## src/rtl/shiftreg_pkg.sv

```systemverilog
// Shared op codes, burst FSM state type and the next-value function used by
// both the single-op and burst datapaths of shiftreg_universal.
package shiftreg_pkg;

  // next_val works on a fixed-width container; register widths up to this size are supported
  localparam int unsigned SR_MAX_W = 64;
  localparam int unsigned SR_IDX_W = $clog2(SR_MAX_W);

  localparam logic [2:0] OP_HOLD = 3'b000;
  localparam logic [2:0] OP_LOAD = 3'b001;
  localparam logic [2:0] OP_SHR  = 3'b010;
  localparam logic [2:0] OP_SHL  = 3'b011;
  localparam logic [2:0] OP_ROR  = 3'b100;
  localparam logic [2:0] OP_ROL  = 3'b101;
  localparam logic [2:0] OP_ASR  = 3'b110;
  localparam logic [2:0] OP_CLR  = 3'b111;

  typedef enum logic [1:0] {
    S_IDLE  = 2'd0,
    S_BURST = 2'd1,
    S_DONE  = 2'd2
  } state_t;

  function automatic logic is_burst_op(input logic [2:0] op);
    return (op >= OP_SHR) && (op <= OP_ASR);
  endfunction

  // cur must be zero-extended from w bits; bits above w-1 of the result are don't-care
  function automatic logic [SR_MAX_W-1:0] next_val(
    input logic [2:0]          op,
    input logic [SR_MAX_W-1:0] cur,
    input int unsigned         w,
    input logic                sin_r,
    input logic                sin_l
  );
    logic [SR_MAX_W-1:0] r;
    logic [SR_IDX_W-1:0] msb;
    msb = SR_IDX_W'(w - 1);
    r   = cur;
    case (op)
      OP_SHR: begin r = cur >> 1; r[msb] = sin_r;    end
      OP_SHL: begin r = cur << 1; r[0]   = sin_l;    end
      OP_ROR: begin r = cur >> 1; r[msb] = cur[0];   end
      OP_ROL: begin r = cur << 1; r[0]   = cur[msb]; end
      OP_ASR: begin r = cur >> 1; r[msb] = cur[msb]; end
      OP_CLR: r = '0;
      default: r = cur;
    endcase
    return r;
  endfunction

endpackage

```

## src/rtl/shiftreg_burst_ctrl.sv

```systemverilog
// Burst sequencer: IDLE/BURST/DONE FSM with a saturating-load down-counter
// that latches the burst op and says when the datapath should apply it.
module shiftreg_burst_ctrl
  import shiftreg_pkg::*;
#(
  parameter int unsigned WIDTH = 8,
  parameter int unsigned CNT_W = $clog2(WIDTH + 1)
) (
  input  logic             clk,
  input  logic             rst_n,
  input  logic             en,
  input  logic [2:0]       ctrl,
  input  logic             burst_start,
  input  logic [CNT_W-1:0] burst_len,
  output logic             busy,
  output logic             done,
  output logic             burst_active,
  output logic [2:0]       op_q
);

  state_t           state, state_nxt;
  logic [CNT_W-1:0] cnt;
  logic [CNT_W-1:0] len_sat;
  logic             accept;

  assign accept  = burst_start && is_burst_op(ctrl) && (state != S_BURST);
  assign len_sat = (burst_len > CNT_W'(WIDTH)) ? CNT_W'(WIDTH) : burst_len;

  always_ff @(posedge clk or negedge rst_n) begin
    if (!rst_n) state <= S_IDLE;
    else        state <= state_nxt;
  end

  always_comb begin
    state_nxt = state;
    case (state)
      S_IDLE, S_DONE: begin
        if (accept)
          state_nxt = (burst_len == '0) ? S_DONE : S_BURST;
        else
          state_nxt = S_IDLE;
      end
      S_BURST: begin
        if (en && (cnt == CNT_W'(1))) state_nxt = S_DONE;
      end
      default: state_nxt = S_IDLE;
    endcase
  end

  always_comb begin
    busy         = (state == S_BURST);
    done         = (state == S_DONE);
    burst_active = (state == S_BURST) && en;
  end

  always_ff @(posedge clk or negedge rst_n) begin
    if (!rst_n) begin
      cnt  <= '0;
      op_q <= OP_HOLD;
    end else if (accept) begin
      cnt  <= len_sat;
      op_q <= ctrl;
    end else if (burst_active) begin
      cnt  <= cnt - CNT_W'(1);
    end
  end

endmodule

```

## src/rtl/shiftreg_universal.sv

```systemverilog
// Parametrised universal shift register: single ops on ctrl, or N-op bursts
// sequenced by shiftreg_burst_ctrl. Top holds only the next-value mux and register.
module shiftreg_universal
  import shiftreg_pkg::*;
#(
  parameter int unsigned      WIDTH     = 8,
  parameter int unsigned      CNT_W     = $clog2(WIDTH + 1),
  parameter logic [WIDTH-1:0] RESET_VAL = '0
) (
  input  logic             clk,
  input  logic             rst_n,
  input  logic             en,
  input  logic [2:0]       ctrl,
  input  logic [WIDTH-1:0] data_in,
  input  logic             shift_in_r,
  input  logic             shift_in_l,
  input  logic             burst_start,
  input  logic [CNT_W-1:0] burst_len,
  output logic [WIDTH-1:0] data_out,
  output logic             serial_out_r,
  output logic             serial_out_l,
  output logic             busy,
  output logic             done
);

  logic [WIDTH-1:0]    data_q, data_nxt;
  logic [SR_MAX_W-1:0] cur_ext;
  logic [2:0]          op_q;
  logic                burst_active;
  logic                single_op;

  shiftreg_burst_ctrl #(
    .WIDTH (WIDTH),
    .CNT_W (CNT_W)
  ) u_burst_ctrl (
    .clk          (clk),
    .rst_n        (rst_n),
    .en           (en),
    .ctrl         (ctrl),
    .burst_start  (burst_start),
    .burst_len    (burst_len),
    .busy         (busy),
    .done         (done),
    .burst_active (burst_active),
    .op_q         (op_q)
  );

  // any accepted burst request (including len 0) suppresses the single op that cycle
  assign single_op = en && !busy && !(burst_start && is_burst_op(ctrl));
  assign cur_ext   = SR_MAX_W'(data_q);

  always_comb begin
    data_nxt = data_q;
    if (burst_active)
      data_nxt = WIDTH'(next_val(op_q, cur_ext, WIDTH, shift_in_r, shift_in_l));
    else if (single_op)
      data_nxt = (ctrl == OP_LOAD) ? data_in
                                   : WIDTH'(next_val(ctrl, cur_ext, WIDTH, shift_in_r, shift_in_l));
  end

  always_ff @(posedge clk or negedge rst_n) begin
    if (!rst_n) data_q <= RESET_VAL;
    else        data_q <= data_nxt;
  end

  assign data_out     = data_q;
  assign serial_out_r = data_q[0];
  assign serial_out_l = data_q[WIDTH-1];

endmodule
```

## config.mk

```make
export PLATFORM = sky130hd
export DESIGN_NAME = shiftreg_universal
export DESIGN_NICKNAME = d
export VERILOG_FILES = /design/src/rtl/shiftreg_pkg.sv /design/src/rtl/shiftreg_burst_ctrl.sv /design/src/rtl/shiftreg_universal.sv
export SDC_FILE = /design/constraint.sdc
export NUM_CORES = 1
export LEC_CHECK = 0
export ABC_AREA = 1
export CELL_PAD_IN_SITES_DETAIL_PLACEMENT = 1
export CELL_PAD_IN_SITES_GLOBAL_PLACEMENT = 1
export CORE_MARGIN = 4
export CORE_UTILIZATION = 38
export CTS_BUF_LIST = sky130_fd_sc_hd__clkbuf_4 sky130_fd_sc_hd__clkbuf_8
export DETAILED_ROUTE_END_ITERATION = 12
export GPL_TIMING_DRIVEN = 0
export PLACE_DENSITY_LB_ADDON = 0.1
export SYNTH_ARGS = -nofsm -noshare
export SYNTH_HDL_FRONTEND = slang
export SYNTH_SLANG_ARGS = --single-unit
```

## constraint.sdc

```tcl
create_clock -name clk -period 2.69 [get_ports clk]
set_input_delay 0.4035 -clock clk [delete_from_list [all_inputs] [get_ports clk]]
set_output_delay 0.4035 -clock clk [all_outputs]
set_load 0.03 [all_outputs]
```

Word level (Yosys, flattened, before mapping):

Cells that the tools add are included.

* add/subtract/negate cells: 1
* $lt $le $gt $ge: 3
* eq/ne operators: 22
* mux-type cells: 12
* reduce and logical (&&, ||, !) cells: 18

Operators with widths (count)
* $pmux 8 s6: 2
* $eq 3x3->1 const B: 8
* $mux 8: 3
* $eq 3x2->1 const B: 4
* $mux 4: 3
* $reduce_bool 8->1: 1
* $logic_and 1x1->1: 7
* $ne 7x1->1 const B: 1
* $reduce_bool 7->1: 1
* $mux 2: 3
* $ne 6x1->1 const B: 1
* $reduce_and 5->1: 1
* $eq 4x1->1 const B: 1
* $gt 4x4->1 const B: 1
* $logic_not 4->1: 1
* $ne 2x1->1 const B: 2
* $pmux 2 s2: 1
* $reduce_bool 2->1: 2
* $sub 4x1->4 const B: 1
* $eq 3x1->1 const B: 1
* $ge 3x2->1 const B: 1
* $le 3x3->1 const B: 1
* $ne 3x3->1 const B: 1
* $reduce_and 3->1: 1
* other kinds (6): 7

* register bits: 17
* input port bits: 21
* output and inout port bits: 12
* word-level logic and storage cells: 61

Depth between registers and ports, before layout:

Gate-level depths: netlist (run 1).

* depth after elaboration: 7
* gate-level depth with buffers: 10
* mapped depth without buffers: 9

By module:

Synthesis (run 1) repeated with hierarchy kept, for this count alone.

* cells, all modules: 263
* area total of the unflattened synthesis: 1622.8 um^2

By module, submodules not included
* shiftreg_universal: times used 1, cells each 184, area an instance 1046.0 um^2, sequential area each 200.2 um^2
* shiftreg_burst_ctrl: times used 1, cells each 79, area an instance 576.8 um^2, sequential area each 225.2 um^2

Worst setup path before layout (run 1):

No wires, ideal clock.

* kind: reg2reg
* start: register u_burst_ctrl.state[0]
* end: register data_q[0] (netlist: data_out[0])
* setup time: 117 ps
* data arrival time: 1250 ps
* required time: 2573 ps
* setup slack: 1322 ps
* stages on the path, launching flop included: 10
* path buffers: 0
* clock period less this slack: 1368 ps
* cells stage by stage: dfrtp_1 -> inv_2 -> nor2_4 -> nand2_2 -> nand3_2 -> nand2_2 -> nor2_8 -> inv_4 -> nand2_1 -> nand2_1

* word-level cells in the longest chain between the ends: 6
* elaborated cells between the ends (all ways): 10
* those cells by class: eq/ne: 2; mux: 1; reduce/logical: 7

Ends and longest elaborated chain
* from (decl): line shiftreg_burst_ctrl.sv:21 `state_t state, state_nxt;`
* from (signal assigned): line shiftreg_burst_ctrl.sv:31 `else state <= state_nxt;`
* $eq 2x1->1 (*): line shiftreg_burst_ctrl.sv:51 `busy = (state == S_BURST);`
* via busy: line shiftreg_universal.sv:22 `output logic busy,`
* $logic_not 1->1: line shiftreg_universal.sv:49 `assign single_op = en && !busy && !(burst_start && is_burst_op(ctrl));`
* $logic_and 1x1->1 (2 in series): line shiftreg_universal.sv:49
* $reduce_bool 2->1 (no line)
* $reduce_and 3->1 (no line)
* to (signal assigned): line shiftreg_universal.sv:63 `else data_q <= data_nxt;`
* to (decl): line shiftreg_universal.sv:26 `logic [WIDTH-1:0] data_q, data_nxt;`

Mark *: on every way through the listed nets, which the timed path passes. The rest lies on a longest branch.
A chain may end at the register's enable or synchronous reset.

Final worst setup path (run 1):

* start: register data_q[0] (netlist: data_out[0])
* end: output port data_out[0]

RTL lines
* to (decl): line shiftreg_universal.sv:19 `output logic [WIDTH-1:0] data_out,`

No word-level cell between the ends.

==> metrics.md, run 1 <==
| Metric | Value |
|---|---|
| Fin util | `0.515` |
| Tmin final | `2.03 ns` |
| Yosys Warn Count | `0` |
| Worst Tran Pin Value | `0.846 ns` |
| DRT Wirelength | `4.24 mm` |
| Mapped Cells | `193` |
| Cells resized by post-CTS repair | `0` |
| Net count after synthesis | `216` |
| Antenna viol nets, final | `0` |
| PortBufs | `32` |
| Layout cells sized above 1 | `0.122` |
| Worst slack, placed | `0.711 ns` |
| Max_slew headroom | `0.434` |
| Clock share of power | `0.087` |
| Die H | `67.0 microns` |
| Vias in the first global route | `1547` |
| Final period util | `0.754` |
| Worst setup endpoint | `data_out[0]` |
| Die area | `4490 sq um` |
| Antenna Cells | `0` |
| CP endpoint kind | `output pin` |
| Clock-pin slew on the worst setup and hold paths | `0.12 ns` |
| R2r startpoint | `u_burst_ctrl.state[0]$_DFFE_PN0P_` |
| Final setup fails | `0` |
| RSZ-0062 raised after global routing | `false` |
| TNS Setup | `0 ns` |
| CTS H-tree depth | `1` |
| Sw Share | `0.517` |
| Multi-input combinational cell area | `791 sq um` |
| Maximum VDD drop | `0.000492 V` |
| Syn Area/Cell | `6.86 sq um` |
| Flop pwr share | `0.318` |
| Final net count | `253` |
| # hold bufs at CTS | `0` |
| Hold slack | `0.553 ns` |
| Total grt overflow | `0` |
| Clk sinks | `17` |
| Area grow syn2layout | `30.8%` |
| Critical path class | `reg2out` |
| Comb power frac | `0.595` |
| Top fanout value on the critical path | `7` |
| Startpoint Class | `flip-flop` |
| Crit path cell chain | `buf_4 -> clkdlybuf4s50_1` |
| FILL cells | `471` |
| Worst endpoint required time | `2.29 ns` |
| Pin count of the biggest net entering global routing | `18` |
| Slew Limit Fails | `0` |
| Tot GR Track Use | `0.214` |
| Clock skew | `0.00710 ns` |
| Final Hold Fails | `0` |
| Outcome | `complete, no violations` |
| Via count | `1506` |
| Clock latency on the worst-skew pair | `0.30 ns` |
| Placed Instance Area | `1700 sq um` |
| Crit path launch | `data_out[0]$_DFFE_PN0P_` |
| Static Leak | `0.785 nW` |
| Initial DRC count | `61` |
| Post-DR vias/cell | `5.48` |
| Cell Int Power | `0.827 mW` |
| Initial antenna violation count | `0` |
| Starting Density | `0.394` |
| NetSw | `0.886 mW` |
| CTS root buffer | `clkbuf_4` |
| Hpwl dp | `3.30 mm` |
| Num CTS Buffers | `3` |
| Register area | `425 sq um` |
| Arrival time worst endpoint | `1.62 ns` |
| RR Endpoint | `data_out[0]$_DFFE_PN0P_` |
| Path category of the worst min-delay check | `reg2reg` |
| Power Dens Cells | `989 nW/um^2` |
| Max cap viols | `0` |
| I/O pin count | `33` |
| Pre-Repair DR Iteration Count | `4` |
| Peak Freq | `493 MHz` |
| Seq/Total Area, Yosys | `0.321` |
| WL/cell | `15.4 microns` |
| Synth Register Bits | `17` |
| Cell depth of the worst flop-to-flop path | `9` |
| Crit-path max cell delay | `0.67 ns` |
| Yosys cell types | `31` |
| Slowest-stage cell, CP | `clkdlybuf4s50_1` |
| Post-route setup slack | `0.663 ns` |
| FF-to-FF setup slack | `1.24 ns` |
| Post-route DRC | `0` |
| Die Wd | `67.0 microns` |
| Bufs on Longest Clock Path | `2` |
| Routability cong. | `0.846` |
| CTS tree | `yes` |
| Setup Buffers After CTS | `0` |
| Final instance area | `1730 sq um` |
| Rows | `21` |
| Global-route wire length before repair | `7.30 mm` |
| CORE AREA | `3360 sq um` |
| Cell Area, Synth | `1320 sq um` |
## logic make-up after synthesis
family / Yosys count / share of synthesized area
xor gates and xnor gates: 3 / 0.0199
buffers and inverters: 23 / 0.0813
and+or+nand+nor: 119 / 0.433
adders and majority gates: 2 / 0.0189
AOI/OAI and AO/OA: 29 / 0.126
DFF: 17 / 0.321
## worst max-delay path, delay by kind of cell, from the launching register on
family   cells  cell delay [ns]
buf+inv      2             0.83
flops        1             0.51
## sequential cells by signal, summed over array words and instances (netlist names)
| name | count |
|---|---|
| u_burst_ctrl.cnt | 4 |
| u_burst_ctrl.op_q | 3 |
| data_out | 8 |
| u_burst_ctrl.state | 2 |
## area by class of cell
type | instances | share of cell area
multi-input combinational | 153 | 0.457
clock inverter | 1 | 0.00434
buffer | 4 | 0.0195
tap | 46 | 0.0332
timing repair buffer | 32 | 0.185
clock buffer | 3 | 0.0130
inverter | 19 | 0.0426
sequential | 17 | 0.246
## cells in the final DEF, fill, tap and decap left out, types with 4 or more instances in the layout
master | netlist | routed
a21oi_1 | 14 | 14
clkdlybuf4s50_1 | 0 | 32
nand2_2 | 6 | 6
inv_1 | 12 | 12
dfrtp_1 | 17 | 17
o21ai_0 | 6 | 6
nand3_1 | 32 | 32
nand2_1 | 59 | 59
nor2_1 | 9 | 9
nand4_1 | 4 | 4
inv_2 | 4 | 4
## synthesized netlist by cell type (all sizes together)
cell     n  area, sq um
o211ai   3         22.5
nor2    12         71.3
o21ai   10         57.6
dfrtp   17          425
buf      4         33.8
o31ai    1         7.51
xor2     1         8.76
inv     17         66.3
clkinv   2         7.51
a21o     1         8.76
xnor2    2         17.5
nand4    4         25.0
ha       2         25.0
a21oi   14         70.1
nand3   34          188
nand2   66          270
nand3b   1         7.51
nor3     1         5.00
nor4     1         6.26
## power groups by stage
| stage | combinational, mW | clock (mW) | sequential (mW) |
|---|---|---|---|
| floorplan | 0.594 | 0 | 0.597 |
| global placement | 0.985 | 0 | 0.539 |
| detailed placement | 1.03 | 0 | 0.548 |
| CTS | 1.03 | 0.157 | 0.543 |
| global route | 1.13 | 0.168 | 0.567 |
| finish | 1.02 | 0.149 | 0.544 |
## stage by stage
stage | power [mW] | cells
global route | 1.87 | 275
floorplan | 1.19 | 193
finish | 1.71 | 275
CTS | 1.73 | 275
detailed placement | 1.57 | 271
global placement | 1.52 | 271
## metal layers
layer | vias to the layer above | share of wire | track usage
li1 | 720 | - | -
met1 | 747 | 0.45 | 0.275
met2 | 33 | 0.50 | 0.372
met3 | 6 | 0.036 | 0.0304
met4 | 0 | 0.013 | 0.0506
met5 | - | 0 | 0
## how the worst min path moves through the flow
stage                                               start                                to  slack (ns)  depth (start not counted)
after global placement    u_burst_ctrl.cnt[1]$_DFFE_PN0P_   u_burst_ctrl.cnt[1]$_DFFE_PN0P_        0.52                          2
after detailed placement  u_burst_ctrl.cnt[1]$_DFFE_PN0P_   u_burst_ctrl.cnt[1]$_DFFE_PN0P_        0.53                          2
after CTS                 u_burst_ctrl.cnt[1]$_DFFE_PN0P_   u_burst_ctrl.cnt[1]$_DFFE_PN0P_        0.56                          2
final                     u_burst_ctrl.cnt[1]$_DFFE_PN0P_   u_burst_ctrl.cnt[1]$_DFFE_PN0P_        0.55                          2
after floorplan                                     rst_n           data_out[0]$_DFFE_PN0P_        0.11                          0
after global routing                                rst_n  u_burst_ctrl.op_q[1]$_DFFE_PN0N_        0.60                          1
No activity file was read; power rests on OpenSTA's default activity.
==> run 2: changes to the inputs <==
--- a/config.mk
+++ b/config.mk
@@ -9,7 +9,7 @@
 export CELL_PAD_IN_SITES_DETAIL_PLACEMENT = 1
 export CELL_PAD_IN_SITES_GLOBAL_PLACEMENT = 1
 export CORE_MARGIN = 4
-export CORE_UTILIZATION = 38
+export CORE_UTILIZATION = 32
 export CTS_BUF_LIST = sky130_fd_sc_hd__clkbuf_4 sky130_fd_sc_hd__clkbuf_8
 export DETAILED_ROUTE_END_ITERATION = 12
 export GPL_TIMING_DRIVEN = 0
==> constraint.sdc (replaced) <==
create_clock -name clk -period 1.7 [get_ports clk]
set_input_delay 0.255 -clock clk [delete_from_list [all_inputs] [get_ports clk]]
set_output_delay 0.255 -clock clk [all_outputs]
set_load 0.03 [all_outputs]
==> metrics.md, run 2 (synthesized netlist as in run 1, its figures left out) <==
| Metric | Value |
|---|---|
| Outcome | `complete, no violations (unchanged)` |
| Global-route wire length before repair | `7.62 mm (was 7.30 mm)` |
| Clk sinks | `17 (unchanged)` |
| Post-DR vias/cell | `5.18 (was 5.48)` |
| Top fanout value on the critical path | `9 (was 7)` |
| PortBufs | `32 (unchanged)` |
| Clock latency on the worst-skew pair | `0.25 ns (was 0.30 ns)` |
| CORE AREA | `4000 sq um (was 3360 sq um)` |
| I/O pin count | `33 (unchanged)` |
| Antenna Cells | `0 (unchanged)` |
| CTS H-tree depth | `1 (unchanged)` |
| Clock skew | `0.00152 ns (was 0.00710 ns)` |
| Final net count | `253 (unchanged)` |
| Rows | `23 (was 21)` |
| Pre-Repair DR Iteration Count | `4 (unchanged)` |
| Routed length on met3 | `151 microns (unchanged)` |
| Max_slew headroom | `0.427 (was 0.434)` |
| Starting Density | `0.331 (was 0.394)` |
| Worst endpoint required time | `1.84 ns (was 2.29 ns)` |
| Peak Freq | `645 MHz` |
| Cell depth of the worst flop-to-flop path | `9 (unchanged)` |
| Post-route DRC | `0 (unchanged)` |
| Sw Share | `0.506 (was 0.517)` |
| Highest routed layer | `met4 (unchanged)` |
| WL/cell | `15.5 microns (was 15.4 microns)` |
| RR Endpoint | `data_out[2]$_DFFE_PN0P_ (was data_out[0]$_DFFE_PN0P_)` |
| Clock share of power | `0.119 (was 0.087)` |
| WL met2 | `2.14 mm (was 2.13 mm)` |
| Static Leak | `0.914 nW (was 0.785 nW)` |
| Startpoint Class | `input pin (was flip-flop)` |
| Vias in the first global route | `1585 (was 1547)` |
| Final period util | `0.912` |
| Most common cell after layout, fill and taps aside | `nand2_1 (unchanged)` |
| Flop pwr share | `0.314 (was 0.318)` |
| Antenna viol nets, final | `0 (unchanged)` |
| Hold slack | `0.493 ns (was 0.553 ns)` |
| Arrival time worst endpoint | `1.69 ns (was 1.62 ns)` |
| Clock-pin slew on the worst setup and hold paths | `0.07 ns (was 0.12 ns)` |
| Num CTS Buffers | `3 (unchanged)` |
| Bufs on Longest Clock Path | `2 (unchanged)` |
| Path category of the worst min-delay check | `in2async (was reg2reg)` |
| Worst slack, placed | `-0.186 ns (was 0.711 ns)` |
| Via count | `1444 (was 1506)` |
| Critical path class | `in2reg (was reg2out)` |
| Setup Buffers After CTS | `0 (unchanged)` |
| Max cap viols | `0 (unchanged)` |
| DRT Wirelength | `4.32 mm (was 4.24 mm)` |
| Final instance area | `1770 sq um (was 1730 sq um)` |
| Post-route setup slack | `0.150 ns (was 0.663 ns)` |
| Layout cells sized above 1 | `0.122 (unchanged)` |
| R2r startpoint | `u_burst_ctrl.state[0]$_DFFE_PN0P_ (unchanged)` |
| Initial DRC count | `86 (was 61)` |
| Area grow syn2layout | `33.6% (was 30.8%)` |
| Die Wd | `72.3 microns (was 67.0 microns)` |
| Initial antenna violation count | `0 (unchanged)` |
| CTS tree | `yes (unchanged)` |
| FF-to-FF setup slack | `0.29 ns (was 1.24 ns)` |
| Tmin final | `1.55 ns` |
| Pwr Total | `2.74 mW (was 1.71 mW)` |
| Post-Layout Cell Count | `279 (was 275)` |
| Maximum VDD drop | `0.000677 V (was 0.000492 V)` |
| Final Hold Fails | `0 (unchanged)` |
| RSZ-0062 raised after global routing | `false (unchanged)` |
| Final setup fails | `0 (unchanged)` |
| NetSw | `1.39 mW (was 0.886 mW)` |
| Die H | `72.3 microns (was 67.0 microns)` |
| CP endpoint kind | `flip-flop (was output pin)` |
| Fin util | `0.442 (was 0.515)` |
| Pin count of the biggest net entering global routing | `18 (unchanged)` |
| Worst Tran Pin Value | `0.857 ns (was 0.846 ns)` |
| Cell Int Power | `1.35 mW (was 0.827 mW)` |
| Tot GR Track Use | `0.184 (was 0.214)` |
| Hpwl dp | `3.29 mm (was 3.30 mm)` |
| M1 WL | `1.99 mm (was 1.91 mm)` |
| Power Dens Cells | `1550 nW/um^2 (was 989 nW/um^2)` |
| Routability cong. | `0.814 (was 0.846)` |
| Total placed cells including tap cells | `275 (was 271)` |
| TNS Setup | `0 ns (unchanged)` |
| Slew Limit Fails | `0 (unchanged)` |
| # hold bufs at CTS | `0 (unchanged)` |
| Commonest cells after routing, fill and taps aside | `nand2_1, nand3_1, clkdlybuf4s50_1, dfrtp_1, a21oi_1 (unchanged)` |
| Placed Instance Area | `1710 sq um (was 1700 sq um)` |
| Die area | `5230 sq um (was 4490 sq um)` |
| Comb power frac | `0.567 (was 0.595)` |
| Max reg flops | `8 (unchanged)` |
| CTS root buffer | `clkbuf_8 (was clkbuf_4)` |
| Total grt overflow | `0 (unchanged)` |
==> run 2: cell count changes in the layout (fill, tap and decap cells not counted) <==
cell,before,now
clkbuf_4,3,1
clkbuf_8,0,3
clkdlybuf4s50_1,32,18
clkinvlp_4,1,0
dlygate4sd2_1,0,6
dlymetal6s2s_1,0,8
==> run 2: how the worst max path moves through the flow <==
| stage | startpoint | end | slack, ns | depth (start not counted) |
|---|---|---|---|---|
| global placement | ctrl[0] | data_out[6]$_DFFE_PN0P_ | -0.11 | 10 |
| CTS | data_out[6]$_DFFE_PN0P_ | data_out[6] | 0.02 | 1 |
| global route | ctrl[1] | data_out[0]$_DFFE_PN0P_ | 0.005 | 10 |
| finish | ctrl[1] | data_out[2]$_DFFE_PN0P_ | 0.15 | 10 |
| floorplan | u_burst_ctrl.state[0]$_DFFE_PN0P_ | data_out[0]$_DFFE_PN0P_ | 0.33 | 9 |
| detailed placement | ctrl[2] | data_out[2]$_DFFE_PN0P_ | -0.19 | 10 |
==> run 2: worst max-delay path, stage by stage <==
cell and delay [ns]:
clkdlybuf4s50_1 0.58, nand2_2 0.11, nand2_1 0.08, nand2_2 0.06
nand3_4 0.12, nand2_4 0.09, nor2_8 0.18, inv_4 0.08
nand2_1 0.07, nand2_1 0.06
==> run 2: power groups by stage <==
stage                     clock, mW  combinational (mW)  sequential (mW)
after floorplan                   0               0.939            0.945
after global placement            0                1.56            0.851
after detailed placement          0                1.62            0.869
after CTS                     0.336                1.59            0.861
after global routing          0.357                1.75            0.895
final                         0.327                1.55            0.861
==> run 2: what timing repair did <==
action                     CTS  global route
resized for setup            6             8
hold endpoints to repair     0             0
setup endpoints to repair    6            13
==> run 2: metal layers <==
metal | global-route usage | vias up
met5 | 0 | -
met4 | 0.0501 | 0
met3 | 0.0222 | 2
met2 | 0.306 | 23
met1 | 0.250 | 707
li1 | - | 712
==> run 2: final cells by class <==
cell class,count,area (sq um)
fillers,509,2230
well taps,50,62.6
repair buffers,32,333
clock buffers,4,48.8
flip-flops and latches,17,425
inverters,19,73.8
plain buffers,4,33.8
multi-input cells,153,791
